$ cat src/rtl/imem_loader.sv
// Boot-time instruction-memory loader: packs a byte stream little-endian into words and writes them from address 0.
// Latency: o_we rises the cycle after the last byte of a word; each word takes at least BYTES+1 cycles.
// Backpressure: o_byte_ready is low outside COLLECT, so the source stalls during WRITE, IDLE and DONE.
module imem_loader #(
  parameter int DATA_WIDTH = 32,
  parameter int ADDR_WIDTH = 10
) (
  input  logic                  i_clk,
  input  logic                  i_rst,
  input  logic                  i_start,
  input  logic [ADDR_WIDTH:0]   i_word_count,
  input  logic                  i_abort,
  input  logic                  i_byte_valid,
  input  logic [7:0]            i_byte,
  output logic                  o_byte_ready,
  output logic                  o_we,
  output logic [ADDR_WIDTH-1:0] o_addr,
  output logic [DATA_WIDTH-1:0] o_wrdata,
  output logic                  o_core_hold,
  output logic                  o_busy,
  output logic                  o_done,
  output logic                  o_error
);

  localparam int BYTES  = DATA_WIDTH / 8;
  localparam int LANE_W = (BYTES > 1) ? $clog2(BYTES) : 1;
  localparam logic [LANE_W-1:0]   LAST_LANE = LANE_W'(BYTES - 1);
  // DEPTH = 2**ADDR_WIDTH, expressed in the width of i_word_count
  localparam logic [ADDR_WIDTH:0] DEPTH     = {1'b1, {ADDR_WIDTH{1'b0}}};

  typedef enum logic [1:0] {
    S_IDLE,
    S_COLLECT,
    S_WRITE,
    S_DONE
  } state_t;

  state_t                  state_q;
  logic [ADDR_WIDTH:0]     count_q;
  logic [ADDR_WIDTH-1:0]   idx_q;
  logic [LANE_W-1:0]       lane_q;
  logic [DATA_WIDTH-1:0]   word_q;
  logic [DATA_WIDTH-1:0]   word_d;
  logic                    ready_q;
  logic                    we_q;
  logic [ADDR_WIDTH-1:0]   addr_q;
  logic [DATA_WIDTH-1:0]   wrdata_q;
  logic                    hold_q;
  logic                    busy_q;
  logic                    done_q;
  logic                    error_q;
  logic                    count_legal;
  logic                    last_word;
  logic                    byte_fire;

  // Merge the incoming byte into its lane and evaluate start legality / last-word condition
  always_comb begin
    word_d = word_q;
    word_d[{lane_q, 3'b000} +: 8] = i_byte;
    count_legal = (i_word_count != '0) && (i_word_count <= DEPTH);
    last_word   = ({1'b0, idx_q} == (count_q - 1'b1));
    byte_fire   = i_byte_valid & ready_q;
  end

  // Load sequencer with every output registered alongside the state
  always_ff @(posedge i_clk) begin
    if (i_rst) begin
      state_q  <= S_IDLE;
      count_q  <= '0;
      idx_q    <= '0;
      lane_q   <= '0;
      word_q   <= '0;
      ready_q  <= 1'b0;
      we_q     <= 1'b0;
      addr_q   <= '0;
      wrdata_q <= '0;
      hold_q   <= 1'b1;
      busy_q   <= 1'b0;
      done_q   <= 1'b0;
      error_q  <= 1'b0;
    end else begin
      case (state_q)
        S_IDLE, S_DONE: begin
          if (i_start) begin
            if (!count_legal) begin
              // illegal count: flag it and park in IDLE; hold/done keep their levels
              error_q <= 1'b1;
              state_q <= S_IDLE;
            end else begin
              count_q <= i_word_count;
              idx_q   <= '0;
              lane_q  <= '0;
              error_q <= 1'b0;
              done_q  <= 1'b0;
              hold_q  <= 1'b1;
              busy_q  <= 1'b1;
              ready_q <= 1'b1;
              state_q <= S_COLLECT;
            end
          end
        end
        S_COLLECT: begin
          if (i_abort) begin
            // abort wins over a same-cycle byte; partial word is dropped
            ready_q <= 1'b0;
            busy_q  <= 1'b0;
            state_q <= S_IDLE;
          end else if (byte_fire) begin
            word_q <= word_d;
            if (lane_q == LAST_LANE) begin
              we_q     <= 1'b1;
              addr_q   <= idx_q;
              wrdata_q <= word_d;
              ready_q  <= 1'b0;
              state_q  <= S_WRITE;
            end else begin
              lane_q <= lane_q + 1'b1;
            end
          end
        end
        S_WRITE: begin
          // the write being presented this cycle completes regardless of abort
          we_q <= 1'b0;
          if (i_abort) begin
            busy_q  <= 1'b0;
            state_q <= S_IDLE;
          end else if (last_word) begin
            busy_q  <= 1'b0;
            done_q  <= 1'b1;
            hold_q  <= 1'b0;
            state_q <= S_DONE;
          end else begin
            idx_q   <= idx_q + 1'b1;
            lane_q  <= '0;
            ready_q <= 1'b1;
            state_q <= S_COLLECT;
          end
        end
        default: state_q <= S_IDLE;
      endcase
    end
  end

  assign o_byte_ready = ready_q;
  assign o_we         = we_q;
  assign o_addr       = addr_q;
  assign o_wrdata     = wrdata_q;
  assign o_core_hold  = hold_q;
  assign o_busy       = busy_q;
  assign o_done       = done_q;
  assign o_error      = error_q;

endmodule

$ cat config.mk
export PLATFORM = sky130hd
export DESIGN_NAME = imem_loader
export DESIGN_NICKNAME = d
export VERILOG_FILES = /design/src/rtl/imem_loader.sv
export SDC_FILE = /design/constraint.sdc
export NUM_CORES = 1
export LEC_CHECK = 0
export BUFFER_PORTS_ARGS = -buffer_cell sky130_fd_sc_hd__buf_4
export CAP_MARGIN = 40
export CORE_MARGIN = 3
export CORE_UTILIZATION = 40
export CTS_CLUSTER_DIAMETER = 120
export DETAILED_ROUTE_END_ITERATION = 12
export GPL_ROUTABILITY_DRIVEN = 0
export MAX_ROUTING_LAYER = met4
export PLACE_DENSITY_LB_ADDON = 0.2
export SLEW_MARGIN = 20
export SYNTH_ARGS = -nofsm -noshare
export SYNTH_HDL_FRONTEND = slang
export SYNTH_SLANG_ARGS = --single-unit
$ cat constraint.sdc
create_clock -name i_clk -period 3.6 [get_ports i_clk]
set_clock_uncertainty 0.2 [all_clocks]
set_input_delay 0.54 -clock i_clk [delete_from_list [all_inputs] [get_ports i_clk]]
set_output_delay 0.54 -clock i_clk [all_outputs]
set_load 0.1 [all_outputs]
==> Word-level counts from Yosys, hierarchy flattened <==
Cells that the tools add are included.
{ "word_totals": {"regBits": 105, "in_bits": 24, "elab_cells": 103} }
{ "op_classes": {"add_sub_neg": 4, "n_lt_le_gt_ge": 1, "eq_ne": 18, "shift": 2, "n_mux": 46, "bitwise_logic": 2, "reduce_logical": 17} }
{ "op_table": {"columns": ["operator", "count"], "rows": [
  ["two-way mux 10 bit", 4],
  ["bitwise mux 32 bit", 1],
  ["variable shift 8 x 7 -> 32 bit (first input constant)", 1],
  ["variable part select 8 x 7 -> 32 bit", 1],
  ["two-way mux 2 bit", 13],
  ["two-way mux 1 bit", 20],
  ["inequality test 2 bit (second input constant)", 10],
  ["one-hot mux 10 bit (2 select lines)", 1],
  ["one-hot mux 2 bit (3 select lines)", 2],
  ["AND reduction 4 bit", 3],
  ["equality test 10 x 11 -> 1 bit", 1],
  ["less-or-equal comparator 11 bit (second input constant)", 1],
  ["nonzero test 11 bit", 1],
  ["subtractor 11 x 1 -> 11 bit (second input constant)", 1],
  ["adder 10 x 1 -> 10 bit (second input constant)", 1],
  ["AND reduction 5 bit", 2],
  ["inequality test 3 bit (second input constant)", 3],
  ["AND reduction 3 bit", 3],
  ["negator 5 -> 7 bit", 1],
  ["AND reduction 7 bit", 1],
  ["equality test 2 bit (second input constant)", 3],
  ["one-hot mux 1 bit (2 select lines)", 3],
  ["one-hot mux 1 bit (3 select lines)", 2],
  ["AND reduction 6 bit", 1],
  ["other kinds (9)", 10]
]} }

==> Logic depth before layout (Yosys ltp) <==
Gate-level depths: netlist of the first run.
{ "depth": {"word_depth": 5, "depth_mapped": 10, "depth_no_buf": 9} }

==> Worst setup path after synthesis of the first run <==
No wires, ideal clock.
{ "synth_path": {"path_type": "input -> register", "startpoint": "input i_word_count[6]", "endpoint": "register idx_q[8]", "setup_ns": 0.070, "t_arrival_ns": 2.361, "slack_ns": 0.968, "stages": 7, "n_path_buf": 0, "cell_sequence": "nor4_1 a31oi_1 o31ai_2 o21a_1 o21ai_4 or4_1 a21oi_1"} }
{ "synth_between": {"elab_chain_cells": 4, "elab_cells_between_ends": 5, "cone_classes": "order compare: 1; eq/ne: 1; reduce/logical: 3"} }
{ "synth_rtl": {"columns": ["item", "line", "rtl"], "rows": [
  ["start: declaration", "11", "input logic [ADDR_WIDTH:0] i_word_count,"],
  ["less-or-equal comparator 11 bit or nonzero test 11 bit (tied branches)", "60", "count_legal = (i_word_count != '0) && (i_word_count <= DEPTH);"],
  ["logical AND 1 bit (*)", "60", null],
  ["inequality test 2 bit (no line) (*)", null, null],
  ["AND reduction 5 bit (no line) (*)", null, null],
  ["end signal: assignment", "133", "idx_q <= idx_q + 1'b1;"],
  ["end: declaration", "40", "logic [ADDR_WIDTH-1:0] idx_q;"]
]} }
Mark *: on every way between the ends. The rest lies on a longest branch, timed or not.
A chain may end at the register's enable or synchronous reset.

==> Worst setup path after layout of the first run <==
Same ends and word-level chain as after synthesis.

==> results.md, run 1 <==
* Status: finished clean
* # IOs at 72
* Hold Path Class: in -> reg
* Syn avg cell area at 8.503 um2
* Vias in the first global route at 3857
* Top FF cell, synth: dfxtp_1
* Initial antenna violation count at 0
* Initial Util at 41.28%
* Max Clk Rate at 0.3282 GHz
* Die span in y at 115.0 um
* Commonest cells after routing, fill and taps aside: 105 x dfxtp_1, 86 x nor2_1, 76 x buf_4, 65 x a211oi_1, 60 x a21oi_1
* Core region area at 0.01152 mm2
* DIE WIDTH at 115.0 um
* Worst setup margin at 0.5531 ns
* Clk root buf: clkbuf_16
* Detailed-router iteration count before antenna repair at 4
* Ys Warns at 0
* Area growth syn-to-layout at 19.77%
* GRT overflow at 0
* Reg clk slew, reported paths at 0.06 ns
* Net Count, Synth at 593
* Slew @ Worst Pin at 0.8078 ns
* CP Launch Type: primary input
* Hold Fails Final Rpt at 0
* Vias at 4059
* Pwr Density at 428.9 mW/mm2
* Post-synth EDFFs at 0
* CP arrival at 3.12 ns
* Row cnt at 39
* Post-synthesis sequential area ratio at 44.22%
* Dpl ws at 0.2913 ns
* Post-route ant nets at 0
* Final setup viols at 0
* Max-slew violations at 0
* Detailed placer's ending HPWL at 7943 um
* Die footprint at 0.01323 mm2
* CTS tree: yes
* GRT Util Overall at 18.47%
* Antenna cell count at 0
* Drt drc at 0
* CP Max Fanout at 16
* Pleak at 0.002020 uW
* FFs w/ async S/R, synth at 0%
* Detailed-route wire length per cell at 14.92 um
* Final total negative setup slack at 0 ns
* Nets at 645
* CTS max path bufs at 2
* Unique cell type count in the Yosys netlist at 54
* Num CTS Buffers at 9
* Post-layout minimum cycle time at 3.047 ns
* Layout cells sized above 1 at 17.05%
* Cell Area, Synth at 0.004753 mm2
* DR vias/cell at 5.348
* Crit Path Class: in -> reg
* Post-Synthesis Cells at 559
* CTS H-Tree Depth at 3
* Max cap viols at 0
* Register bit total from synthesis at 105
* Max IR drop VDD at 0.1739 mV
* DRT iter0 DRCs at 284
* DRT Wirelength at 11320 um
* Slew headroom at 45.73%
* Input/output buffers at 71
* Clk_lat worst skew at 0.35 ns
* CP Capture Type: flop
* Largest net degree at the start of global routing at 66
* Commonest non-fill, non-tap cell in the layout: dfxtp_1
* Setup bufs post-CTS at 0
* RSZ-0062 raised after global routing: false
* Required time worst endpoint at 3.67 ns
* # hold bufs at CTS at 0
* Period utilisation layout at 84.64%
* Post-CTS sizing at 0
* First-pass GRT wire length at 19070 um
* Clock sinks at 105
## cells by family after synthesis
group / count (synthesis) / share of synthesized area (%)
simple gates: 213 / 22.43
xor+xnor: 12 / 2.211
flops: 105 / 44.22
fa+ha+maj: 10 / 2.632
mux: 11 / 2.316
buf+inv: 47 / 3.896
compound gates: 161 / 22.30
## where the power goes
part,total (uW),leakage [uW],switching (uW),internal (uW)
combinational,261,0.00102,169,91.8
sequential,1200,0.000848,18.8,1180
clock,983,0.000147,423,560
## cell usage after synthesis (4+ instances only)
master,count,area (um2)
o211ai_1,4,30.03
buf_1,7,26.28
inv_1,11,41.29
clkbuf_1,27,101.4
mux2i_1,11,110.1
ha_1,10,125.1
nor2_1,87,326.6
nand2b_1,7,43.79
nor2b_1,32,200.2
or3_1,8,50.05
xnor2_1,6,52.55
o21ai_0,5,25.02
o21ai_1,5,25.02
a21oi_1,60,300.3
nand2_1,33,123.9
dfxtp_1,105,2102
nand3_1,9,45.04
nor3_1,9,45.04
a211oi_1,65,488.0
xor2_1,6,52.55
## worst max-delay path, stage by stage
cell     delay (ns)
buf_4          0.11
nor4_1         0.63
a31oi_1        0.29
o31ai_2        0.42
o21a_1         0.26
o21ai_4        0.14
or4_1          0.53
a21oi_1        0.17
## registers in the layout (all words and copies together), names as in the netlist
register	cells
o_core_hold	1
o_done	1
o_wrdata	32
o_we	1
count_q	11
o_byte_ready	1
word_q	32
lane_q	2
idx_q	10
state_q	2
o_addr	10
o_error	1
o_busy	1
## final cells by class
cell class	count	area (um2)
Clock buffer	12	246.5
Clock inverter	4	52.55
Fill cell	1078	5823
Inverter	11	41.29
Multi-Input combinational cell	407	2481
Sequential cell	105	2102
Tap cell	143	178.9
Timing Repair Buffer	77	590.6
## worst paths after layout
check / to / startpoint / slack, ns / cells after the start
worst max register to register: o_busy$_SDFFE_PP0P_ / count_q[0]$_SDFFE_PP0P_ / 0.56 / 9
worst min-delay path: count_q[7]$_SDFFE_PP0P_ / i_word_count[7] / 0.24 / 3
worst min register to register: o_addr[4]$_SDFFE_PP0P_ / o_addr[4]$_SDFFE_PP0P_ / 0.26 / 2
worst max-delay path: idx_q[8]$_SDFFE_PP0P_ / i_word_count[6] / 0.55 / 8
## stage by stage
stage               total power (uW)  std cells  hold slack (ns)  util [%]  cell area (um2)
floorplan                       1406        559           0.2579         -             4753
global placement                1477        743           0.2450     46.84             5394
detailed placement              1482        743           0.2495     46.84             5394
CTS                             2467        759           0.2337     49.44             5693
global route                    2547        759           0.2324     49.44             5693
finish                          2442        759           0.2427     49.44             5693
## layer usage
layer  up-vias  GRT usage, %  wire (um)
met5         -             -          0
met4         0         5.869        180
met3        14         4.053        432
met2        73         26.54       4976
met1      1869         25.83       5733
li1       2103             -          -
(Power assumes the default switching activity.)
==> inputs of run 2 (changes only) <==
==> constraint.sdc (replaced) <==
create_clock -name i_clk -period 3.05 [get_ports i_clk]
set_clock_uncertainty 0.2 [all_clocks]
set_input_delay 0.4575 -clock i_clk [delete_from_list [all_inputs] [get_ports i_clk]]
set_output_delay 0.4575 -clock i_clk [all_outputs]
set_load 0.1 [all_outputs]
==> run 2 against run 1 <==
  * Worst setup slack got worse by 0.34 ns
  * Die area did not move
  * Power rose by 20%
  * Core utilization rose by 0.59 points
  * Final cell count rose by 0.92%
  * Global-route usage fell by 0.43 points
  * Count of clock-buffer cells in the layout fell by 1
  * Design area rose by 1.2%
  * Non-clock buffer count rose by 7
  * Sequential share of layout area fell by 0.43 points
  * Flip-flop and latch count did not move
  * Via count rose by 1.7%
==> results.md, run 2 (synthesis gave the netlist of run 1 again) <==
* Crit Path Class: reg -> reg
* Seq pwr share at 48.2%
* Die footprint at 0.01323 mm2
* Post-layout minimum cycle time at 2.834 ns
* Final setup viols at 0
* Dpl ws at 0.1740 ns
* Nets at 652
* Max-slew violations at 0
* Max IR drop VDD at 0.2600 mV
* Critical Path Start: count_q[0]$_SDFFE_PP0P_
* Pwr Density at 508.4 mW/mm2
* First-pass GRT wire length at 18760 um
* Vias in the first global route at 3870
* Core region area at 0.01152 mm2
* Crit Reg-Reg Startpoint: count_q[0]$_SDFFE_PP0P_
* CP arrival at 2.86 ns
* Max Clk Rate at 0.3528 GHz
* Critical-path cell list: inv_1 > ha_1 > nor3b_1 > a31o_2 > a2111oi_1 > nand4_1 > buf_4 > nor3_2 > o211ai_1 > mux2i_1
* DR vias/cell at 5.388
* CTS max path bufs at 2
* Final Util at 50.02%
* Fin area at 0.005761 mm2
* CP Max Fanout at 6
* DRT Wirelength at 11370 um
* Hold Fails Final Rpt at 0
* Hold Path Class: in -> reg
* Crit-path max cell delay at 0.43 ns
* Vias at 4127
* # IOs at 72
* Max cap viols at 0
* DRT iter0 DRCs at 302
* GRT overflow at 0
* Drt drc at 0
* Input/output buffers at 71
* Area growth syn-to-layout at 21.19%
* CTS H-Tree Depth at 3
* Antenna cell count at 0
* # fillers at 1105
* Post-route ant nets at 0
* Detailed placer's ending HPWL at 8103 um
* Reg clk slew, reported paths at 0.07 ns
* DIE WIDTH at 115.0 um
* Slew headroom at 60.26%
* Initial Util at 41.28%
* Slew @ Worst Pin at 0.5960 ns
* Clk root buf: clkbuf_16
* CP Launch Type: flop
* Switching pwr at 734.7 uW
* Cell Int Power at 2194 uW
* Status: finished clean
* Layout cells sized above 1 at 18.30%
* Commonest cells after routing, fill and taps aside: 105 x dfxtp_1, 86 x nor2_1, 83 x buf_4, 65 x a211oi_1, 60 x a21oi_1
* Pleak at 0.002060 uW
* Inst Count DP at 750
* Setup bufs post-CTS at 0
* Worst setup margin at 0.2155 ns
* Post-placement cell area at 0.005446 mm2
* Commonest non-fill, non-tap cell in the layout: dfxtp_1
* Hold_sp: i_word_count[6]
* CTS tree: yes
* Finished Layout Cells at 766
* Num CTS Buffers at 9
* Clk pwr share at 41.0%
* Required time worst endpoint at 3.08 ns
* Clk_lat worst skew at 0.34 ns
* WP buf/inv at 2
* Detailed-route wire length per cell at 14.85 um
* Comb pwr share at 10.8%
* Critical path's slowest cell: dfxtp_1
* Die span in y at 115.0 um
* Clock sinks at 105
* Final total negative setup slack at 0 ns
* Crit-path leading delay family: compound AO/OA/AOI/OAI gates
* Detailed-router iteration count before antenna repair at 4
* GRT Util Overall at 18.04%
* RSZ-0062 raised after global routing: false
* Row cnt at 39
* CP Capture Type: flop
* Switch share at 25.09%
* Initial antenna violation count at 0
* Largest net degree at the start of global routing at 65
* Period utilisation layout at 92.93%
## run 2: cell count changes in the layout (fill, tap and decap cells not counted), sizes merged
cell	before	now
buf	77	84
clkbuf	12	11
clkinv	3	1
clkinvlp	0	1
inv	11	13
## run 2: worst paths after layout
check                       endpoint  slack, ns  depth (start not counted)
max              o_busy$_SDFFE_PP0P_       0.22                         10
min          count_q[6]$_SDFFE_PP0P_       0.16                          3
max reg2reg      o_busy$_SDFFE_PP0P_       0.22                         10
min reg2reg   o_addr[3]$_SDFFE_PP0P_       0.26                          2
## run 2: metal layers
layer | track usage (%) | part of all wire, % | vias to the layer above
li1 | - | - | 2108
met1 | 24.93 | 47 | 1907
met2 | 26.54 | 46 | 95
met3 | 3.053 | 5.3 | 17
met4 | 6.495 | 1.7 | 0
met5 | - | 0 | -
## run 2: what timing repair did
action	CTS	global route
endpoints found under the hold margin	0	0
gates resized for setup	0	1
endpoints found under the setup margin	0	10
hold buffers	0	0
## run 2: metrics by stage
stage               hold slack, ns  total power, uW
global placement            0.2464             1753
floorplan                   0.2579             1660
detailed placement          0.2509             1758
global route                0.1771             3044
finish                      0.1605             2928
CTS                         0.1515             2960
## run 2: cell type report
| cell class | count | area [um2] | area share [%] |
|---|---|---|---|
| Clock buffer | 11 | 252.7 | 4.387 |
| Clock inverter | 5 | 60.06 | 1.043 |
| Inverter | 11 | 41.29 | 0.7168 |
| Multi-Input combinational cell | 407 | 2482 | 43.09 |
| Sequential cell | 105 | 2102 | 36.49 |
| Tap cell | 143 | 178.9 | 3.106 |
| Timing Repair Buffer | 84 | 643.1 | 11.16 |
## run 2: worst register-to-register path, stage by stage, from the launching register on
cell	delay, ns
dfxtp_1	0.43
inv_1	0.08
ha_1	0.27
nor3b_1	0.18
a31o_2	0.21
a2111oi_1	0.40
nand4_1	0.16
buf_4	0.19
nor3_2	0.30
o211ai_1	0.16
mux2i_1	0.14
## run 2: power by group through the flow
stage | clock network (uW) | logic (uW) | registers [uW]
finish | 1200 | 316 | 1410
global route | 1280 | 343 | 1420
floorplan | 0 | 186 | 1470
global placement | 0 | 310 | 1440
detailed placement | 0 | 314 | 1440
CTS | 1230 | 317 | 1410
==> inputs of run 3 (changes only) <==
--- a/config.mk
+++ b/config.mk
@@ -13,7 +13,7 @@
 export DETAILED_ROUTE_END_ITERATION = 12
 export GPL_ROUTABILITY_DRIVEN = 0
 export MAX_ROUTING_LAYER = met4
-export PLACE_DENSITY_LB_ADDON = 0.2
+export PLACE_DENSITY_LB_ADDON = 0.3
 export SLEW_MARGIN = 20
 export SYNTH_ARGS = -nofsm -noshare
 export SYNTH_HDL_FRONTEND = slang
==> run 3 against run 2 <==
  * Global-route usage increased by 0.27 points
  * Power decreased by 2.9%
  * Die area unchanged
  * Non-clock buffer count unchanged
==> results.md, run 3 (synthesis gave the netlist of run 1 again) <==
* Row cnt at 39
* DR vias/cell at 5.441
* # IOs at 72
* Die span in y at 115.0 um
* Antenna cell count at 0
* Clk root buf: clkbuf_16
* # fillers at 1095
* R2R setup slack at 0.28 ns
* Crit Path Class: reg -> reg
* Hold EP: count_q[5]$_SDFFE_PP0P_
* Num CTS Buffers at 9
* Post-layout minimum cycle time at 2.771 ns
* Crit Reg-Reg Startpoint: count_q[2]$_SDFFE_PP0P_
* Hold_sp: i_word_count[5]
* CTS tree: yes
* Pwr Density at 494.8 mW/mm2
* Drt drc at 0
* Initial Util at 41.28%
* CP arrival at 2.81 ns
* Clock sinks at 105
* Max cap viols at 0
* GRT overflow at 0
* Vias in the first global route at 3958
* Initial antenna violation count at 0
* GRT Util Overall at 18.30%
* Max Clk Rate at 0.3608 GHz
* Slew headroom at 60.59%
* Final Util at 49.91%
* Area growth syn-to-layout at 20.93%
* Input/output buffers at 71
* CP Capture Type: flop
* Detailed-router iteration count before antenna repair at 5
* Overall power at 2844 uW
* Die footprint at 0.01323 mm2
* Nets at 652
* Detailed-route wire length per cell at 14.86 um
* Largest net degree at the start of global routing at 69
* Final setup viols at 0
* DIE WIDTH at 115.0 um
* CP Launch Type: flop
* Clk_lat worst skew at 0.34 ns
* Vias at 4162
* Period utilisation layout at 90.87%
* Hold Path Class: in -> reg
* Reg2reg end: o_byte_ready$_SDFFE_PP0P_
* DRT iter0 DRCs at 254
* Status: finished clean
* RSZ-0062 raised after global routing: false
* Max IR drop VDD at 0.3222 mV
* CTS H-Tree Depth at 3
* Pleak at 0.002050 uW
* Final total negative setup slack at 0 ns
* CTS max path bufs at 2
* Reg2Reg Depth at 7
* Commonest non-fill, non-tap cell in the layout: dfxtp_1
* Post-route ant nets at 0
* Commonest cells after routing, fill and taps aside: 105 x dfxtp_1, 86 x nor2_1, 82 x buf_4, 65 x a211oi_1, 60 x a21oi_1
* Slew @ Worst Pin at 0.5911 ns
* Detailed placer's ending HPWL at 7988 um
* Layout cells sized above 1 at 18.01%
* DRT Wirelength at 11370 um
* Reg clk slew, reported paths at 0.07 ns
* Max-slew violations at 0
* CP Max Fanout at 7
* Core region area at 0.01152 mm2
* Required time worst endpoint at 3.09 ns
* First-pass GRT wire length at 18980 um
* Hold Fails Final Rpt at 0
* Hold path cells at 3
## run 3: worst max-delay path by stage
stage	startpoint	endpoint	depth (start not counted)
global placement	count_q[0]$_SDFFE_PP0P_	o_busy$_SDFFE_PP0P_	9
CTS	count_q[0]$_SDFFE_PP0P_	idx_q[4]$_SDFFE_PP0P_	9
floorplan	count_q[0]$_SDFFE_PP0P_	idx_q[3]$_SDFFE_PP0P_	10
finish	count_q[2]$_SDFFE_PP0P_	o_byte_ready$_SDFFE_PP0P_	7
global route	count_q[0]$_SDFFE_PP0P_	lane_q[0]$_SDFFE_PP0P_	10
detailed placement	count_q[0]$_SDFFE_PP0P_	idx_q[4]$_SDFFE_PP0P_	9
## run 3: area by class of cell
class / count / area [um2] / share of cell area, %
flip-flops and latches: 105 / 2102 / 36.57
repair buffers: 84 / 655.6 / 11.41
well taps: 143 / 178.9 / 3.113
inverters: 11 / 41.29 / 0.7183
multi-input cells: 407 / 2487 / 43.27
clock buffers: 13 / 270.3 / 4.702
clock inverters: 2 / 12.51 / 0.2177
## run 3: layer usage
layer	vias up	GRT usage [%]	share of wire (%)
met2	105	27.82	47
met3	22	3.526	4.5
met4	0	7.981	2.4
li1	2110	-	-
met5	-	-	0
met1	1925	23.71	46
## run 3: where the power goes
group          leakage [uW]  internal, uW  total, uW  switching, uW
clock              0.000138           615       1110            491
combinational       0.00106           124        325            201
sequential         0.000848          1390       1410           22.0
total               0.00205          2130       2840            713
## run 3: worst max-delay path, stage by stage, from the launching register on
cell and delay [ns]:
dfxtp_1 0.38, or4_4 0.57, o21a_1 0.21, or3_1 0.39, and2_1 0.24, nor4_4 0.37
nor3_1 0.09, o21ba_2 0.21
## run 3: what timing repair did
item                                    4_1_cts  5_1_grt
buffers inserted                              0        2
gates resized for setup                       0        1
endpoints found under the setup margin        0       16
hold buffers                                  0        0
## run 3: metrics by stage
stage / setup WS [ns] / std cells / instance area (um2) / hold WS (ns)
finish: 0.2785 / 765 / 5748 / 0.1559
CTS: 0.09358 / 763 / 5714 / 0.1473
global placement: 0.2294 / 748 / 5431 / 0.2464
global route: 0.1152 / 765 / 5748 / 0.1663
floorplan: 0.4518 / 559 / 4753 / 0.2579
detailed placement: 0.1355 / 748 / 5431 / 0.2507
